File: config.mk
export PLATFORM = sky130hd
export DESIGN_NAME = cr_kme_int_servicer
export DESIGN_NICKNAME = d
export VERILOG_FILES = /design/src/rtl/cr_kme_int_svc_pkg.sv /design/src/rtl/cr_kme_int_log_fifo.sv /design/src/rtl/cr_kme_int_servicer.sv
export SDC_FILE = /design/constraint.sdc
export NUM_CORES = 1
export LEC_CHECK = 0
export ABC_CLOCK_PERIOD_IN_PS = 17580
export CAP_MARGIN = 0
export CORE_UTILIZATION = 30
export CTS_CLUSTER_DIAMETER = 60
export DETAILED_ROUTE_END_ITERATION = 10
export DONT_BUFFER_PORTS = 1
export GPL_TIMING_DRIVEN = 0
export SLEW_MARGIN = 20
export SYNTH_ARGS = -nofsm -noshare
export SYNTH_HDL_FRONTEND = slang
export SYNTH_HIERARCHICAL = 1
export SYNTH_SLANG_ARGS = --single-unit
File: constraint.sdc
create_clock -name clk -period 17.58 [get_ports clk]
set_input_delay 2.637 -clock clk [delete_from_list [all_inputs] [get_ports clk]]
set_output_delay 2.637 -clock clk [all_outputs]
set_load 0.005 [all_outputs]
File: src/rtl/cr_kme_int_svc_pkg.sv
// Shared types and defaults for the KME interrupt servicer: FSM states,
// the layout of a log entry, and the default status register address.
package cr_kme_int_svc_pkg;

  localparam logic [15:0] INT_STATUS_ADDR_DEF = 16'h0040;
  localparam int          LOG_TS_W            = 32;
  localparam int          LOG_STATUS_W        = 5;

  typedef enum logic [1:0] {
    ST_IDLE,
    ST_RD_REQ,
    ST_WR_REQ,
    ST_HOLD
  } svc_state_e;

  // Layout of log_data for the default widths: timestamp above status.
  typedef struct packed {
    logic [LOG_TS_W-1:0]     ts;
    logic [LOG_STATUS_W-1:0] status;
  } log_entry_t;

endpackage

File: src/rtl/cr_kme_int_log_fifo.sv
// Synchronous FIFO for interrupt event records. The head word is presented
// combinationally so it is valid whenever the FIFO is non-empty.
module cr_kme_int_log_fifo #(
  parameter int WIDTH = 37,
  parameter int DEPTH = 8,
  localparam int PTR_W = $clog2(DEPTH),
  localparam int CNT_W = $clog2(DEPTH + 1)
) (
  input  logic             clk,
  input  logic             rst_n,
  input  logic             push_i,
  input  logic             pop_i,
  input  logic [WIDTH-1:0] wdata_i,
  output logic [WIDTH-1:0] rdata_o,
  output logic             full_o,
  output logic             empty_o,
  output logic [CNT_W-1:0] count_o
);

  logic [WIDTH-1:0] mem_q [DEPTH];
  logic [PTR_W-1:0] wr_ptr_q;
  logic [PTR_W-1:0] rd_ptr_q;
  logic [CNT_W-1:0] count_q;
  logic [CNT_W-1:0] count_d;
  logic             do_push;
  logic             do_pop;

  // A push into a full FIFO is only legal when the head leaves in the same cycle.
  assign do_pop  = pop_i && (count_q != '0);
  assign do_push = push_i && ((count_q != CNT_W'(DEPTH)) || do_pop);

  always_comb begin
    count_d = count_q;
    case ({do_push, do_pop})
      2'b10:   count_d = count_q + CNT_W'(1);
      2'b01:   count_d = count_q - CNT_W'(1);
      default: count_d = count_q;
    endcase
  end

  always_ff @(posedge clk) begin
    if (do_push) begin
      mem_q[wr_ptr_q] <= wdata_i;
    end
  end

  always_ff @(posedge clk or negedge rst_n) begin
    if (!rst_n) begin
      wr_ptr_q <= '0;
      rd_ptr_q <= '0;
      count_q  <= '0;
    end else begin
      if (do_push) wr_ptr_q <= wr_ptr_q + PTR_W'(1);
      if (do_pop)  rd_ptr_q <= rd_ptr_q + PTR_W'(1);
      count_q <= count_d;
    end
  end

  assign rdata_o = mem_q[rd_ptr_q];
  assign full_o  = (count_q == CNT_W'(DEPTH));
  assign empty_o = (count_q == '0);
  assign count_o = count_q;

endmodule

File: src/rtl/cr_kme_int_servicer.sv
// KME interrupt servicer: reads the interrupt status register, logs non-zero
// status with a timestamp, then write-1-clears exactly the bits it captured.
module cr_kme_int_servicer
  import cr_kme_int_svc_pkg::*;
#(
  parameter int                STATUS_W        = 5,
  parameter int                ADDR_W          = 16,
  parameter logic [ADDR_W-1:0] INT_STATUS_ADDR = ADDR_W'(INT_STATUS_ADDR_DEF),
  parameter int                LOG_DEPTH       = 8,
  parameter int                TS_W            = 32,
  parameter int                HOLDOFF         = 4
) (
  input  logic                     clk,
  input  logic                     rst_n,
  input  logic                     enable,
  input  logic                     kme_interrupt,
  output logic                     rd_stb,
  input  logic                     rd_ack,
  input  logic [31:0]              rd_data,
  output logic                     wr_stb,
  input  logic                     wr_ack,
  output logic [31:0]              wr_data,
  output logic [ADDR_W-1:0]        reg_addr,
  output logic                     log_valid,
  output logic [TS_W+STATUS_W-1:0] log_data,
  input  logic                     log_pop,
  output logic                     log_overflow,
  input  logic                     log_overflow_clr,
  output logic [15:0]              svc_count
);

  localparam int         ENTRY_W   = TS_W + STATUS_W;
  localparam int         CNT_W     = $clog2(LOG_DEPTH + 1);
  localparam logic [3:0] HOLD_LAST = 4'(HOLDOFF - 1);

  svc_state_e        state_q;
  logic              rd_stb_q;
  logic              wr_stb_q;
  logic [31:0]       wr_data_q;
  logic [ADDR_W-1:0] reg_addr_q;
  logic [3:0]        hold_cnt_q;
  logic [TS_W-1:0]   ts_q;
  logic [15:0]       svc_count_q;
  logic [15:0]       svc_count_d;
  logic              ovf_q;
  logic              ovf_d;

  logic [STATUS_W-1:0] rd_status;
  logic                capture;
  logic                push_req;
  logic                push_ok;
  logic                pop_req;
  logic                ovf_set;
  logic                fifo_full;
  logic                fifo_empty;
  logic [ENTRY_W-1:0]  fifo_rdata;
  logic [CNT_W-1:0]    unused_fifo_count;
  logic                unused_rd_data;

  assign rd_status      = rd_data[STATUS_W-1:0];
  assign unused_rd_data = ^rd_data[31:STATUS_W];

  assign capture  = (state_q == ST_RD_REQ) && rd_ack;
  assign push_req = capture && (rd_status != '0);
  assign pop_req  = log_pop && !fifo_empty;
  // A full log still takes the entry when the head is consumed this cycle.
  assign push_ok  = push_req && (!fifo_full || log_pop);
  assign ovf_set  = push_req && !push_ok;

  assign svc_count_d = (push_req && (svc_count_q != 16'hFFFF)) ? svc_count_q + 16'd1
                                                               : svc_count_q;
  // Set wins over a coincident clear so no drop goes unreported.
  assign ovf_d = ovf_set || (ovf_q && !log_overflow_clr);

  always_ff @(posedge clk or negedge rst_n) begin
    if (!rst_n) begin
      state_q    <= ST_IDLE;
      rd_stb_q   <= 1'b0;
      wr_stb_q   <= 1'b0;
      wr_data_q  <= '0;
      reg_addr_q <= '0;
      hold_cnt_q <= '0;
    end else begin
      case (state_q)
        ST_IDLE: begin
          if (enable && kme_interrupt) begin
            state_q    <= ST_RD_REQ;
            rd_stb_q   <= 1'b1;
            reg_addr_q <= INT_STATUS_ADDR;
          end
        end
        ST_RD_REQ: begin
          if (rd_ack) begin
            rd_stb_q <= 1'b0;
            if (rd_status != '0) begin
              state_q   <= ST_WR_REQ;
              wr_stb_q  <= 1'b1;
              wr_data_q <= 32'(rd_status);
            end else begin
              state_q    <= ST_HOLD;
              hold_cnt_q <= HOLD_LAST;
              reg_addr_q <= '0;
            end
          end
        end
        ST_WR_REQ: begin
          if (wr_ack) begin
            state_q    <= ST_HOLD;
            wr_stb_q   <= 1'b0;
            wr_data_q  <= '0;
            reg_addr_q <= '0;
            hold_cnt_q <= HOLD_LAST;
          end
        end
        ST_HOLD: begin
          // Gives the handler time to drop its registered interrupt after the clear.
          if (hold_cnt_q == '0) begin
            state_q <= ST_IDLE;
          end else begin
            hold_cnt_q <= hold_cnt_q - 4'd1;
          end
        end
        default: state_q <= ST_IDLE;
      endcase
    end
  end

  always_ff @(posedge clk or negedge rst_n) begin
    if (!rst_n) begin
      ts_q        <= '0;
      svc_count_q <= '0;
      ovf_q       <= 1'b0;
    end else begin
      ts_q        <= ts_q + TS_W'(1);
      svc_count_q <= svc_count_d;
      ovf_q       <= ovf_d;
    end
  end

  cr_kme_int_log_fifo #(
    .WIDTH (ENTRY_W),
    .DEPTH (LOG_DEPTH)
  ) u_log_fifo (
    .clk     (clk),
    .rst_n   (rst_n),
    .push_i  (push_ok),
    .pop_i   (pop_req),
    .wdata_i ({ts_q, rd_status}),
    .rdata_o (fifo_rdata),
    .full_o  (fifo_full),
    .empty_o (fifo_empty),
    .count_o (unused_fifo_count)
  );

  assign rd_stb       = rd_stb_q;
  assign wr_stb       = wr_stb_q;
  assign wr_data      = wr_data_q;
  assign reg_addr     = reg_addr_q;
  assign log_valid    = !fifo_empty;
  assign log_data     = fifo_rdata;
  assign log_overflow = ovf_q;
  assign svc_count    = svc_count_q;

endmodule

Word-level counts from Yosys, hierarchy flattened. Memories as Yosys holds them, arrays and structs flattened. Cells that the tools add are included.

Flip-flop bits (word level): 115. RAM bits: 296. Bits of input ports: 40. Output and inout bits: 105. Memories: 1.

Memories: u_log_fifo.mem_q (words 8, width 37, read ports 1, clocked after Yosys merged registers in 0, wr ports 1, RTL line cr_kme_int_log_fifo.sv:20) `logic [WIDTH-1:0] mem_q [DEPTH];`.

$add $sub $neg: 7. Eq/ne operators: 15. Muxes and demuxes: 30. Reductions and logical operators: 32.

Operators by type and width (count): two-way mux 32 bit (3); two-way mux 16 bit (4); one-hot mux 32 bit (2 select lines) (1); one-hot mux 16 bit (3 select lines) (1); adder 32 x 1 -> 32 bit, second input constant (1); adder 16 x 1 -> 16 bit, second input constant (1); two-way mux 4 bit (4); inequality test 16 bit, second input constant (1); inequality test 2 bit, second input constant (6); one-hot mux 4 bit (3 select lines) (1); logical AND 1 bit (10); AND reduction 5 bit (2); zero test 4 bit (2); two-way mux 1 bit (8); two-way mux 2 bit (4); one-hot mux 2 bit (4 select lines) (1); one-hot mux 4 bit (2 select lines) (1); AND reduction 4 bit (2); subtractor 4 x 1 -> 4 bit, second input constant (2); adder 3 x 1 -> 3 bit, second input constant (2); == test 2 bit, second input constant (3); nonzero test 2 bit (3); nonzero test 3 bit (2); nonzero test 5 bit (1); other kinds (11) (18).

Depth between registers and ports, before layout.
Depth in word-level cells: 8. Mapped depth: 11.

By module. The synthesis kept the hierarchy.

Modules (own cells, without submodules): cr_kme_int_log_fifo (times used 1, cells each 494, area each 11771.3 um^2, sequential area each 9138.8 um^2); cr_kme_int_servicer (times used 1, cells each 317, area each 3497.1 um^2, sequential area each 1576.5 um^2).

Least setup slack after synthesis. OpenSTA, ideal clock, no wires.

Path kind: input-to-reg. From: input rd_data[1]. To: memory u_log_fifo.mem_q[0][0] (enable). Library setup time: 0.524 ns. Data arrival time: 6.990 ns. Setup slack: 10.067 ns. Cell stages on the path: 6. Buffers on the path: 1. Path through: or4_4 -> o211ai_4 -> buf_6 -> a21oi_1 -> o21ai_4 -> nor4_1.

Word-level cells in the longest chain between the ends: 6.

Ends and longest elaborated chain: from (decl) (RTL line cr_kme_int_servicer.sv:19) `input logic [31:0] rd_data,`; nonzero test 5 bit (RTL line cr_kme_int_servicer.sv:64) `assign push_req = capture && (rd_status != '0);`; logical AND 1 bit (RTL line cr_kme_int_servicer.sv:64); logical AND 1 bit (RTL line cr_kme_int_servicer.sv:67) `assign push_ok = push_req && (!fifo_full || log_pop);`; net push_ok (RTL line cr_kme_int_servicer.sv:51) `logic push_ok;`; logical AND 1 bit (RTL line cr_kme_int_log_fifo.sv:30) `assign do_push = push_i && ((count_q != CNT_W'(DEPTH)) || do_pop);`; two-way mux 1 bit (RTL line cr_kme_int_log_fifo.sv:42) `if (do_push) begin`; two-way mux 1 bit (implied by the code) (RTL line cr_kme_int_log_fifo.sv:43) `mem_q[wr_ptr_q] <= wdata_i;`; to (decl) (RTL line cr_kme_int_log_fifo.sv:20).

The timed path passes the listed nets, and every way through them passes these cells.

Worst setup path after layout.
From: register u_log_fifo.rd_ptr_q[1]. To: output log_data[7].

Word-level cells in the longest chain between the ends: 1.

Ends and longest elaborated chain: from (decl) (RTL line cr_kme_int_log_fifo.sv:22) `logic [PTR_W-1:0] rd_ptr_q;`; from (signal assigned) (RTL line cr_kme_int_log_fifo.sv:54) `if (do_pop) rd_ptr_q <= rd_ptr_q + PTR_W'(1);`; memory (8 x 37 bit); to (decl) (RTL line cr_kme_int_servicer.sv:25) `output logic [TS_W+STATUS_W-1:0] log_data,`.

No other way between the ends.

==> flow_summary_export.csv <==
group,metric,value,unit
sta,tightest_slew,975,ps
placed_design,place_inst,1559,
placed_design,place_congestion,0.729,
global_routing,grt_pass1_wl,47000,µm
synth,yosysWarnings,6,
sta,final.setup.tns,0,ps
die,core-area,0.0502,mm²
setup_path,cp.arrival,2690,ps
setup_path,path_cells,"buf_2, clkbuf_1, mux4_2, mux2_2",
final_layout,fin_nets,982,
setup_path,endpoint,"log_data[7]",
synth,synth_top_cell_by_area,"edfxtp_1",
global_routing,gr-total-overflow,0,
power,p_leak,6.15,nW
synth,yosysTopAreaCellShare,0.582,
cts,path_clk_slew,60,ps
sta,drv_slew,0,
setup_path,r2r_setup_slack,13970,ps
sta,setup_viol,0,
sta,rsz0062_at_grt,"no",
cts,h-tree-depth,2,
final_layout,utilization,0.357,
die,num_rows,82,
final_layout,fin_cells,1628,
synth,synth_cell_types,58,
routing,drtPass1Iterations,4,
synth,synth_ff_type,"edfxtp_1",
placed_design,hpwlAfterDp,20700,µm
cts,cts-hold-fix-buffers,0,
placed_design,placed_area,0.0167,mm²
power,p_per_area,142,mW/mm²
cts,cts_made_buffers,38,
power,ir_drop,0.0000664,V
global_routing,track_usage,0.122,
synth,synth.area.top_cells,"edfxtp_1 58%, dfrtp_1 12%, mux4_2 11%",
sta,hold_viol_final,0,
sta,period_minus_slack,5320,ps
synth,synth_common_cells,"296 x edfxtp_1, 74 x mux4_2, 73 x dfrtp_1",
cts,cts_root_buffer,"clkbuf_16",
sta,min_period_over_period,0.303,
sta,skew,18.6,ps
cts,clockBufferDepth,3,
setup_path,worstSetupPathType,"reg2out",
synth,async_reset_ff_frac,0.198,
routing,vias_per_cell,4.54,
setup_path,startpoint_type,"flip-flop",
setup_path,cp_slowest_cell,"clkbuf_1",
final_layout,multi_input_area,0.00419,mm²
setup_path,cp.required,14940,ps
routing,post-route-drc-count,0,
final_layout,areaGrowthSynthToFinish,17.4,%
synth,syn_area,0.0153,mm²
setup_path,r2r_cells,9,
global_routing,grt_start_max_net_pins,74,
job,cap_violations,0,
sta,relSlewSlack,0.342,
setup_path,worstPathMaxFanout,10,
final_layout,final-seq-area,0.0107,mm²
routing,vias,7388,
sta,layout_setup_ws,12260,ps
synth,syn_avg_cell_area,18.8,µm²
routing,wl,31000,µm
die,die_y,228,µm
cts,cts_setup_buffers,0,
final_layout,drive_above_1_share,0.305,
die,die_w,228,µm
routing,post_drt_wl_per_cell,19.1,µm
synth,syn_inst,811,
routing,drt_iter0_markers,367,
setup_path,reg2reg_from,"state_q[1]",
final_layout,fin_area,0.0179,mm²
worst_hold_path,worst_hold_path_type,"reg2reg",
die,start_util,0.304,
cts,cts_tree,"built",
placed_design,io_buffer_count,0,
final_layout,n_antenna_cell,0,
setup_path,crit_start,"u_log_fifo/rd_ptr_q[1]",
status,status,"completed",
power,p_total,2.55,mW
sta,whs,525,ps
synth,seq_area_frac_synth,0.702,
setup_path,r2r_end,"u_log_fifo/mem_q[1][31]",
die,io_pins,145,
setup_path,end_kind,"output pin",
global_routing,antenna_found_initial,1,
setup_path,max_stage_delay,660,ps
cts,cts.sinks,369,
cts,cts_resized,0,
routing,final_antenna_net_count,0,
final_layout,fill_cells,4662,
synth,synth_most_common_cell,"edfxtp_1",
die,die_area,0.0518,mm²
placed_design,pre_cts_ws,11950,ps
synth,synth_edf_count,296,
global_routing,grt_pass1_vias,7651,
cts,clkLatencyLatePin,540,ps
synth,synth_seq_cells,369,
sta,max_freq,188,MHz
## sequential cells by signal, indices dropped and copies added (netlist names)
register and count:
reg_addr 1, hold_cnt_q 4, wr_data 5, u_log_fifo/count_o 4, state_q 2, u_log_fifo/mem_q 296
u_log_fifo/wr_ptr_q 3, u_log_fifo/rd_ptr_q 3, svc_count 16, ts_q 32, wr_stb 1, log_overflow 1
rd_stb 1
## cells in the final DEF, fill, tap and decap left out, types with 6 or more instances in the layout
cell,n
conb_1,42
o21ai_0,6
and4_1,7
edfxtp_1,296
nand4_1,13
clkinv_2,6
mux4_2,74
nand2b_1,6
mux2_2,39
buf_2,12
buf_4,58
xnor2_1,31
mux2_4,6
ha_1,14
inv_1,20
clkbuf_16,39
dfrtp_1,73
nand3_1,20
nor4_1,10
nand2_1,22
buf_6,16
nor2_1,11
xor2_1,20
clkbuf_1,24
and3_1,8
## report_power, final
group	switching, mW	leakage, nW	internal (mW)	total [mW]
clock	0.327	0.604	0.463	0.790
sequential	0.0488	3.44	1.03	1.08
combinational	0.360	2.11	0.325	0.684
## logic make-up (layout without fill, tap and decap cells)
kind of cell	after synthesis	count (layout)	share of synthesized area
flops	369	369	0.702
simple gates	134	134	0.0549
mux	122	122	0.146
buf+inv	89	193	0.0369
xor+xnor	51	51	0.0293
compound gates	30	30	0.0184
fa+ha+maj	15	15	0.0128
other cells	1	42	0.000246
## routing by layer
| layer | track usage | up-vias | wire [µm] |
|---|---|---|---|
| li1 | - | 3352 | - |
| met1 | 0.153 | 3837 | 13000 |
| met2 | 0.207 | 160 | 15600 |
| met3 | 0.0327 | 39 | 1900 |
| met4 | 0.0336 | 0 | 504 |
| met5 | 0 | - | 0 |
## worst max-delay path: cells and delay by family, from the launching register on
kind     cells  cell delay (ps)
buf+inv      2              980
flops        1              440
mux          2              720
## area by class of cell
cell class | instances | area share
sequential | 369 | 0.598
multi-input combinational | 394 | 0.234
clock buffer | 56 | 0.0608
tap | 672 | 0.0469
buffer | 69 | 0.0272
timing repair buffer | 35 | 0.0209
clock inverter | 13 | 0.00810
inverter | 20 | 0.00419
## worst min path at each step
| stage | from | end | slack, ps | cells after the start |
|---|---|---|---|---|
| 2_1_floorplan | hold_cnt_q[0] | hold_cnt_q[0] | 480 | 1 |
| 3_3_place_gp | hold_cnt_q[0] | hold_cnt_q[0] | 510 | 1 |
| 3_5_place_dp | hold_cnt_q[0] | hold_cnt_q[0] | 520 | 1 |
| 4_1_cts | hold_cnt_q[0] | hold_cnt_q[0] | 530 | 1 |
| 5_1_grt | hold_cnt_q[0] | hold_cnt_q[0] | 540 | 1 |
| 6_report | hold_cnt_q[0] | hold_cnt_q[0] | 520 | 1 |
(Power assumes the default switching activity.)
